[config.mk]
export PLATFORM = sky130hd
export DESIGN_NAME = exponent_align_pipe
export DESIGN_NICKNAME = d
export VERILOG_FILES = /design/src/rtl/exponent_align_pipe.sv
export SDC_FILE = /design/constraint.sdc
export NUM_CORES = 1
export LEC_CHECK = 0
export ABC_AREA = 1
export BUFFER_PORTS_ARGS = -buffer_cell sky130_fd_sc_hd__buf_2
export CAP_MARGIN = 20
export CORE_MARGIN = 2
export CORE_UTILIZATION = 56
export DETAILED_ROUTE_END_ITERATION = 16
export PLACE_DENSITY = 0.79
export RECOVER_POWER = 25
export SLEW_MARGIN = 20
export SYNTH_ARGS = -nofsm -noshare
export SYNTH_HDL_FRONTEND = slang
export SYNTH_SLANG_ARGS = --single-unit
[constraint.sdc]
create_clock -name clk -period 1.94 [get_ports clk]
set_input_delay 0.388 -clock clk [delete_from_list [all_inputs] [get_ports clk]]
set_output_delay 0.388 -clock clk [all_outputs]
set_load 0.05 [all_outputs]
[src/rtl/exponent_align_pipe.sv]
// exponent_align_pipe: two-stage handshaked exponent comparator and
// alignment-shift generator feeding the FMA mantissa alignment shifter.
// Stage 1 compares exp_ab against the zero-extended exp_c and forms the exact
// distance. Stage 2 flags distances beyond max_shift and forms shift_amt.
// Optional feature macro: EXP_ALIGN_SAT_EN clamps shift_amt to max_shift
// whenever shift_sat is set. Without it, shift_amt is the raw distance.
module exponent_align_pipe #(
  parameter int size_exponent = 8,
  parameter int size_mantissa = 24
) (
  input  logic                     clk,
  input  logic                     rst_n,
  input  logic                     in_valid,
  output logic                     in_ready,
  input  logic [size_exponent:0]   exp_ab,
  input  logic [size_exponent-1:0] exp_c,
  output logic                     out_valid,
  input  logic                     out_ready,
  output logic                     compare,
  output logic                     equal,
  output logic [size_exponent:0]   exp_max,
  output logic [size_exponent:0]   shift_amt,
  output logic                     shift_sat
);

  localparam int          EW        = size_exponent + 1;
  localparam logic [31:0] MAX_SHIFT = 32'(2 * size_mantissa + 2);
  localparam logic [EW-1:0] MAX_SHIFT_E = EW'(MAX_SHIFT);

  // Stage 1 state
  logic          s1_valid_q,   s1_valid_d;
  logic          s1_compare_q, s1_compare_d;
  logic          s1_equal_q,   s1_equal_d;
  logic [EW-1:0] s1_exp_max_q, s1_exp_max_d;
  logic [EW-1:0] s1_diff_q,    s1_diff_d;

  // Stage 2 state (drives the outputs)
  logic          s2_valid_q,     s2_valid_d;
  logic          s2_compare_q,   s2_compare_d;
  logic          s2_equal_q,     s2_equal_d;
  logic [EW-1:0] s2_exp_max_q,   s2_exp_max_d;
  logic [EW-1:0] s2_shift_amt_q, s2_shift_amt_d;
  logic          s2_shift_sat_q, s2_shift_sat_d;

  logic          s2_can_load;
  logic          s1_can_load;
  logic          accept;
  logic [EW-1:0] exp_c_ext;
  logic          sat_next;

  // Handshake: a stage may load when empty or when its contents move on.
  assign s2_can_load = !s2_valid_q || out_ready;
  assign s1_can_load = !s1_valid_q || s2_can_load;
  assign in_ready    = s1_can_load;
  assign accept      = in_valid && s1_can_load;
  assign exp_c_ext   = {1'b0, exp_c};
  assign sat_next    = 32'(s1_diff_q) > MAX_SHIFT;

  // Next-state for both stages; each stage holds its data unless it loads.
  always_comb begin
    // NOTE: every variable gets a default first so no path can infer a latch.
    s1_valid_d     = s1_valid_q;
    s1_compare_d   = s1_compare_q;
    s1_equal_d     = s1_equal_q;
    s1_exp_max_d   = s1_exp_max_q;
    s1_diff_d      = s1_diff_q;
    s2_valid_d     = s2_valid_q;
    s2_compare_d   = s2_compare_q;
    s2_equal_d     = s2_equal_q;
    s2_exp_max_d   = s2_exp_max_q;
    s2_shift_amt_d = s2_shift_amt_q;
    s2_shift_sat_d = s2_shift_sat_q;

    if (s1_can_load) begin
      s1_valid_d = accept;
      if (accept) begin
        s1_compare_d = exp_c_ext < exp_ab;
        s1_equal_d   = exp_c_ext == exp_ab;
        if (exp_ab >= exp_c_ext) begin
          s1_exp_max_d = exp_ab;
          s1_diff_d    = exp_ab - exp_c_ext;
        end else begin
          s1_exp_max_d = exp_c_ext;
          s1_diff_d    = exp_c_ext - exp_ab;
        end
      end
    end

    if (s2_can_load) begin
      s2_valid_d = s1_valid_q;
      if (s1_valid_q) begin
        s2_compare_d   = s1_compare_q;
        s2_equal_d     = s1_equal_q;
        s2_exp_max_d   = s1_exp_max_q;
        s2_shift_sat_d = sat_next;
`ifdef EXP_ALIGN_SAT_EN
        s2_shift_amt_d = sat_next ? MAX_SHIFT_E : s1_diff_q;
`else
        s2_shift_amt_d = s1_diff_q;
`endif
      end
    end
  end

  // Pipeline registers with synchronous active-low reset.
  always_ff @(posedge clk) begin
    // NOTE: data registers are cleared too, since the outputs must read 0 after reset.
    if (!rst_n) begin
      s1_valid_q     <= 1'b0;
      s1_compare_q   <= 1'b0;
      s1_equal_q     <= 1'b0;
      s1_exp_max_q   <= '0;
      s1_diff_q      <= '0;
      s2_valid_q     <= 1'b0;
      s2_compare_q   <= 1'b0;
      s2_equal_q     <= 1'b0;
      s2_exp_max_q   <= '0;
      s2_shift_amt_q <= '0;
      s2_shift_sat_q <= 1'b0;
    end else begin
      // NOTE: non-blocking assignments let both stages update from pre-edge values.
      s1_valid_q     <= s1_valid_d;
      s1_compare_q   <= s1_compare_d;
      s1_equal_q     <= s1_equal_d;
      s1_exp_max_q   <= s1_exp_max_d;
      s1_diff_q      <= s1_diff_d;
      s2_valid_q     <= s2_valid_d;
      s2_compare_q   <= s2_compare_d;
      s2_equal_q     <= s2_equal_d;
      s2_exp_max_q   <= s2_exp_max_d;
      s2_shift_amt_q <= s2_shift_amt_d;
      s2_shift_sat_q <= s2_shift_sat_d;
    end
  end

  assign out_valid = s2_valid_q;
  assign compare   = s2_compare_q;
  assign equal     = s2_equal_q;
  assign exp_max   = s2_exp_max_q;
  assign shift_amt = s2_shift_amt_q;
  assign shift_sat = s2_shift_sat_q;

endmodule

======== Word level (Yosys, flattened, before mapping) ========
Cells that the tools add are included.
W data, S select, Z words.
word-level totals
  register bits ........................... 43
  input bits .............................. 21
  output and inout port bits .............. 23
  logic and storage cells ................. 26
cells by class
  add/sub/neg operators ................... 2
  reduce and logical (&&, ||, !) cells .... 7
  eq/ne operators ......................... 1
  muxes and demuxes ....................... 2
  $lt $le $gt $ge ......................... 3
operators with widths
  operator              count
  $mux W9               2
  $eq A8 B9 Y1          1
  $ge A9 B8 Y1          1
  $gt A9 B6 Y1 const B  1
  $lt A8 B9 Y1          1
  $sub A8 B9 Y9         1
  $sub A9 B8 Y9         1
  $reduce_and A2 Y1     2
  $logic_not A1 Y1      2
  $logic_or A1 B1 Y1    2
  $logic_and A1 B1 Y1   1

======== Longest topological paths before layout ========
Gate-level depths: netlist of the first run.
  word-level depth ........................ 5
  depth in mapped cells ................... 14
  depth with buffers taken out ............ 14

======== Worst setup path after synthesis of the first run ========
OpenSTA, ideal clock, no wires.
  path kind ............................... register -> register
  start ................................... register s2_valid_q (netlist: out_valid)
  end ..................................... register s1_exp_max_q[4]
  data required time ...................... 1.831 ns
  buffers on the path ..................... 1
  stages on the path, launching flop included .. 9
  library setup time ...................... 0.109 ns
  setup slack ............................. -0.225 ns
  clock period less this slack ............ 2.165 ns
  arrival time ............................ 2.056 ns
  cell sequence ........................... dfxtp_1 nand3_1 nand2_2 inv_2 clkbuf_1 nor2_1 nor2_1 nand2_1 inv_1
on the way
  word-level cells in the longest chain between the ends .. 5
RTL lines
  what                                    RTL line  text
  from (decl)                             38        logic s2_valid_q, s2_valid_d;
  from (signal assigned)                  127       s2_valid_q <= s2_valid_d;
  $logic_not A1 Y1 (*)                    52        assign s2_can_load = !s2_valid_q || out_ready;
  $logic_or A1 B1 Y1 (*)                  52
  $logic_or A1 B1 Y1 (*)                  53        assign s1_can_load = !s1_valid_q || s2_can_load;
  named net in_ready                      14        output logic in_ready,
  $logic_and A1 B1 Y1                     55        assign accept = in_valid && s1_can_load;
  $reduce_and A2 Y1 (no source line) (*)  n/a
  to (signal assigned)                    125       s1_exp_max_q <= s1_exp_max_d;
  to (decl)                               34        logic [EW-1:0] s1_exp_max_q, s1_exp_max_d;
The timed path passes the listed nets; every way through them passes the cells marked *.
A chain may end at the register's enable or synchronous reset.

======== Final worst setup path of the first run ========
  start ................................... register s1_valid_q
  end ..................................... register s2_shift_amt_q[2] (netlist: shift_amt[2])
on the way
  word-level cells in the longest chain between the ends .. 1
RTL lines
  what                                RTL line  text
  from (decl)                         31        logic s1_valid_q, s1_valid_d;
  from (signal assigned)              122       s1_valid_q <= s1_valid_d;
  $reduce_and A2 Y1 (no source line)  n/a
  to (signal assigned)                131       s2_shift_amt_q <= s2_shift_amt_d;
  to (decl)                           42        logic [EW-1:0] s2_shift_amt_q, s2_shift_amt_d;
Every way passes these cells.

==> results of run 1 <==
[worst register-to-register path: stages, from the launching register on]
cell      delay (ps)
dfxtp_1          360
inv_1             80
a21oi_2          120
clkbuf_1         700
o21ai_0          230
a21oi_1          190
[flip-flops by register name, summed over array words and instances, names as in the netlist]
| register | cells |
|---|---|
| out_valid | 1 |
| s1_compare_q | 1 |
| equal | 1 |
| exp_max | 9 |
| shift_sat | 1 |
| shift_amt | 9 |
| compare | 1 |
| s1_valid_q | 1 |
| s1_exp_max_q | 9 |
| s1_equal_q | 1 |
| s1_diff_q | 9 |
[how the worst max path moves through the flow]
stage,endpoint,depth (start not counted)
detailed placement,s1_exp_max_q[6],13
floorplan,s1_exp_max_q[4],8
global placement,s1_diff_q[1],11
finish,shift_amt[2],5
global route,s1_diff_q[6],13
CTS,s1_diff_q[8],11
[cell families (layout without fill, tap and decap cells)]
| family | Yosys count | count (layout) | share of synthesized area, % |
|---|---|---|---|
| buffers and inverters | 80 | 147 | 13.0 |
| AND/OR/NAND/NOR | 183 | 183 | 28.6 |
| XOR/XNOR | 7 | 7 | 2.32 |
| AO/OA/AOI/OAI | 74 | 74 | 14.4 |
| adder cells (fa/ha/maj) | 18 | 18 | 9.09 |
| flip-flops | 43 | 43 | 32.6 |
[metrics by stage]
stage	instances	setup TNS, ps
2_1_floorplan	405	0
3_3_place_gp	516	-465
3_5_place_dp	516	-1010
4_1_cts	524	0
5_1_grt	524	0
6_report	524	0
[per-layer routing]
| metal | wire length, um | part of all wire [%] | GRT usage [%] |
|---|---|---|---|
| met5 | 0 | 0 | 0 |
| met4 | 115 | 1.8 | 9.05 |
| met3 | 306 | 4.7 | 4.70 |
| met2 | 3250 | 50 | 48.2 |
| met1 | 2770 | 43 | 28.8 |
[synth_stat cells, types with 2 or more instances]
master     n  area, um2
buf_6      5       56.3
xor2_1     6       52.6
a21oi_1   34        170
o21ai_1    7       35.0
or2_2      2       12.5
clkinv_1   2       7.51
nand2_1   97        364
nand3_2    2       20.0
clkbuf_1   7       26.3
nand2_2    4       25.0
dfxtp_1   43        861
buf_2      4       20.0
nand3_1   16       80.1
nor2_1    57        214
inv_2      2       7.51
ha_1      16        200
a31oi_1    2       12.5
fa_1       2       40.0
inv_1     60        225
o21ai_0   29        145
[repair_timing]
action | CTS | global route
endpoints found under the setup margin | 0 | 6
resized for setup | 0 | 1
hold buffers | 0 | 0
[cell type report]
class | count | area (um2)
clock inverter | 2 | 35.0
fill | 424 | 1270
clock buffer | 6 | 82.6
multi-input combinational | 282 | 1450
sequential | 43 | 861
inverter | 64 | 240
timing repair buffer | 75 | 439
tap | 52 | 65.1
[power by group through the flow]
stage / clock network, uW / registers (uW) / logic, uW
final: 719 / 992 / 716
after global routing: 760 / 999 / 795
after CTS: 724 / 990 / 721
after detailed placement: 0 / 1010 / 717
after global placement: 0 / 1010 / 696
after floorplan: 0 / 1110 / 397
==> flow_summary.yaml, run 1 <==
placement:
  placedInstanceArea_mm2: 0.00307
  place.detailed.hpwl_mm: 4.93
  pre_cts_slack_ps: -110
  io_buffers: 43
  globalplace.congestion: 0.897
power_and_ir_drop:
  pwr-share-clk_pct: 29.6
  combPwrFrac_pct: 29.5
  power.total_uw: 2430
  intPower_uw: 1620
  switching_share_pct: 33.2
  p_leak_uw: 0.00177
  ir_drop_mv: 0.668
  power.switching_uw: 806
  powerDensity_mw_per_mm2: 766
  p_seq_share_pct: 40.9
synthesis:
  synthArstFlopShare_pct: 0
  ys_seq_elements: 43
  syn_area_mm2: 0.00264
  synth_edf_count: 0
  synth.distinct_cells: 28
  synth_seq_area_share_pct: 32.6
  yosys_warnings: 0
  synth_ff_type: "dfxtp_1"
  syn_avg_cell_area_um2: 6.52
  syn_nets: 444
  syn_inst: 405
worst_setup_path:
  worst_ep_arrival_time_ps: 1970
  cpMaxStageDelayCell: "clkbuf_1"
  cp.required_ps: 2150
  r2r_end: "shift_amt[2]"
  reg2reg_from: "s1_valid_q"
  r2r_cells: 5
  cp.buffers_inverters: 2
  critical-path-top-delay-family: "buffers and inverters"
  worstSetupPathType: "flop to flop"
  startpoint: "s1_valid_q"
  critPathCaptureType: "flop"
  crit_chain: "inv_1, a21oi_2, clkbuf_1, o21ai_0, a21oi_1"
  slowest_delay_ps: 700
  crit_fanout: 25
  r2r_slack_ps: 180
  start_kind: "flop"
layout:
  design_area_mm2: 0.00317
  syn2layout_area_growth_pct: 19.9
  n_antenna_cell: 0
  nNetsFinal: 510
  final_common_cell: "nand2_1"
  fin_util_pct: 71.3
  mostFrequentLayoutCells: "98 x nand2_1, 60 x inv_1, 57 x nor2_1, 43 x dfxtp_1, 34 x a21oi_1"
  drive_gt1_share_pct: 18.2
global_routing:
  grt_use_total_pct: 25.7
  antenna_found_initial: 0
  grt_pass1_wl_mm: 10.8
  grt_pass1_vias: 2608
  gr-total-overflow: 0
  grt_max_degree: 28
routing:
  drc: 0
  dr.first_iter.drc_count: 104
  routed_wl_mm: 6.44
  route.vias.total: 2679
  wl_per_cell_um: 12.3
  drtPass1Iterations: 5
  final_antenna_net_count: 0
  vias_per_cell: 5.11
floorplanning:
  start_util_pct: 59.5
  die_x_um: 72.7
  row_count: 24
  core_area_mm2: 0.00444
  die_area_mm2: 0.00528
  ios: 44
  dieHeight_um: 72.7
timing:
  grt_setup_unrepaired: "no"
  worstMarginPinSlew_ps: 914
  max_freq_mhz: 568
  slew_violations: 0
  fin_crit_ps: 1760
  fin_hold_ws_ps: 393
  finalClockSkew_ps: 4.28
  setup_viol: 0
  hold_viol: 0
  slew_headroom_pct: 39.0
  setup_ws_ps: 179
  period_share_pct: 90.8
clocking:
  clockBufferDepth: 2
  cts.clk_slew.worst_paths_ps: 80
  postCtsSetupBuffers: 0
  cts_tree: "built"
  cts_sinks: 43
  numCtsBuffers: 5
  htree_levels: 2
  worstSkewPairLatency_ps: 290
  cts_root_buf: "clkbuf_8"
run:
  maxCapViolations: 0
hold_path:
  min_path_cells: 4
  hp-class: "primary input to flop"
  min_from: "out_ready"
  hold_end: "out_valid"
run_status:
  status: "finished, final reports clean"
(Power assumes the default switching activity.)
==> run 2: changes to the inputs <==
CTS_CLUSTER_SIZE = 8   (was not set)
SETUP_SLACK_MARGIN = 0.4   (was not set)
==> flow_summary.yaml, run 2 (synthesized netlist as in run 1, its figures left out) <==
routing:
  drtPass1Iterations: 5
  dr.first_iter.drc_count: 174
  vias_per_cell: 5.38
  drc: 0
  routed_wl_mm: 7.35
  final_antenna_net_count: 0
  route.vias.total: 2872
  wl_per_cell_um: 13.8
timing:
  hold_viol: 0
  max_freq_mhz: 611
  slew_violations: 0
  finalClockSkew_ps: 4.89
  grt_setup_unrepaired: "yes"
  fin_crit_ps: 1640
  slew_headroom_pct: 60.5
  worstMarginPinSlew_ps: 595
  period_share_pct: 84.4
  setup_viol: 0
  fin_hold_ws_ps: 397
worst_setup_path:
  r2r_slack_ps: 520
  crit_fanout: 8
  cp.required_ps: 2140
  worstSetupPathType: "primary input to flop"
  critPathCaptureType: "flop"
  worst_ep_arrival_time_ps: 1840
  start_kind: "primary input"
placement:
  io_buffers: 43
  place.detailed.hpwl_mm: 4.55
  placedInstanceArea_mm2: 0.00318
  dp_cells: 507
  globalplace.congestion: 0.922
layout:
  design_area_mm2: 0.00370
  mostFrequentLayoutCells: "82 x nand2_1, 56 x nor2_1, 48 x inv_1, 42 x dfxtp_1, 32 x buf_4"
  syn2layout_area_growth_pct: 39.9
  final_common_cell: "nand2_1"
  nNetsFinal: 521
  fin_util_pct: 83.2
  finalNonFillerCells: 534
  n_antenna_cell: 0
  drive_gt1_share_pct: 34.0
power_and_ir_drop:
  p_seq_share_pct: 39.9
  powerDensity_mw_per_mm2: 670
  ir_drop_mv: 0.387
  intPower_uw: 1590
  power.switching_uw: 882
  combPwrFrac_pct: 37.4
  p_leak_uw: 0.00188
  pwr-share-clk_pct: 22.7
  switching_share_pct: 35.6
  power.total_uw: 2480
floorplanning:
  ios: 44
  die_x_um: 72.7
  start_util_pct: 59.5
  die_area_mm2: 0.00528
  dieHeight_um: 72.7
  core_area_mm2: 0.00444
  row_count: 24
global_routing:
  grt_pass1_vias: 2362
  grt_use_total_pct: 24.8
  grt_pass1_wl_mm: 10.3
  grt_max_degree: 26
  gr-total-overflow: 0
  antenna_found_initial: 0
run_status:
  status: "finished, final reports clean"
clocking:
  cts.clk_slew.worst_paths_ps: 70
  cts_sinks: 43
  clockBufferDepth: 2
  cts_root_buf: "clkbuf_8"
  worstSkewPairLatency_ps: 290
  cts_tree: "built"
  numCtsBuffers: 5
  htree_levels: 2
  hold_buffers: 0
hold_path:
  hp-class: "primary input to flop"
run:
  maxCapViolations: 0
run 2: worst paths after layout:
| kind | from | to | cells after the start |
|---|---|---|---|
| setup / recovery | exp_c[7] | s1_exp_max_q[5] | 14 |
| setup reg to reg | s1_valid_q | exp_max[0] | 5 |
| hold reg to reg | shift_amt[7] | shift_amt[7] | 2 |
| hold / removal | exp_ab[7] | s1_exp_max_q[7] | 5 |
run 2: area by class of cell:
type / instances / area, um2
clock inverters: 1 / 5.00
repair buffers: 86 / 648
well taps: 52 / 65.1
clock buffers: 6 / 82.6
inverters: 64 / 263
flip-flops and latches: 43 / 865
multi-input cells: 282 / 1770
fillers: 283 / 747
run 2: per-layer routing:
layer	vias to the layer above	track usage, %	part of all wire (%)
met5	-	0	0
met4	0	10.5	3.3
met3	26	3.87	7.2
met2	142	41.1	47
met1	1289	31.9	42
li1	1415	-	-
run 2: through the flow:
stage | TNS (ps) | setup slack, ps
3_5_place_dp | -77.1 | -29.3
2_1_floorplan | 0 | 268
6_report | 0 | 302
5_1_grt | 0 | 233
3_3_place_gp | -17.9 | -17.9
4_1_cts | 0 | 372
run 2: timing repair:
item / CTS / global route
pin swaps: 10 / 37
cloned: 0 / 0
setup buffers: 12 / 8
setup endpoints to repair: 16 / 17
resized for setup: 24 / 63
run 2: power by group through the flow:
stage / logic [uW] / registers, uW / clock network, uW
final: 926 / 989 / 561
after global routing: 1000 / 996 / 605
after floorplan: 442 / 1110 / 0
after CTS: 801 / 988 / 576
after detailed placement: 744 / 1010 / 0
after global placement: 732 / 1010 / 0
run 2: critical path, cell delays in order:
cell	delay, ps
buf_2	110
inv_1	60
ha_1	190
inv_1	100
nand2_1	70
a21oi_2	140
nand2_2	90
inv_2	70
nand2_4	100
buf_6	150
a21oi_2	150
o21ai_2	100
nand2_1	70
inv_1	30
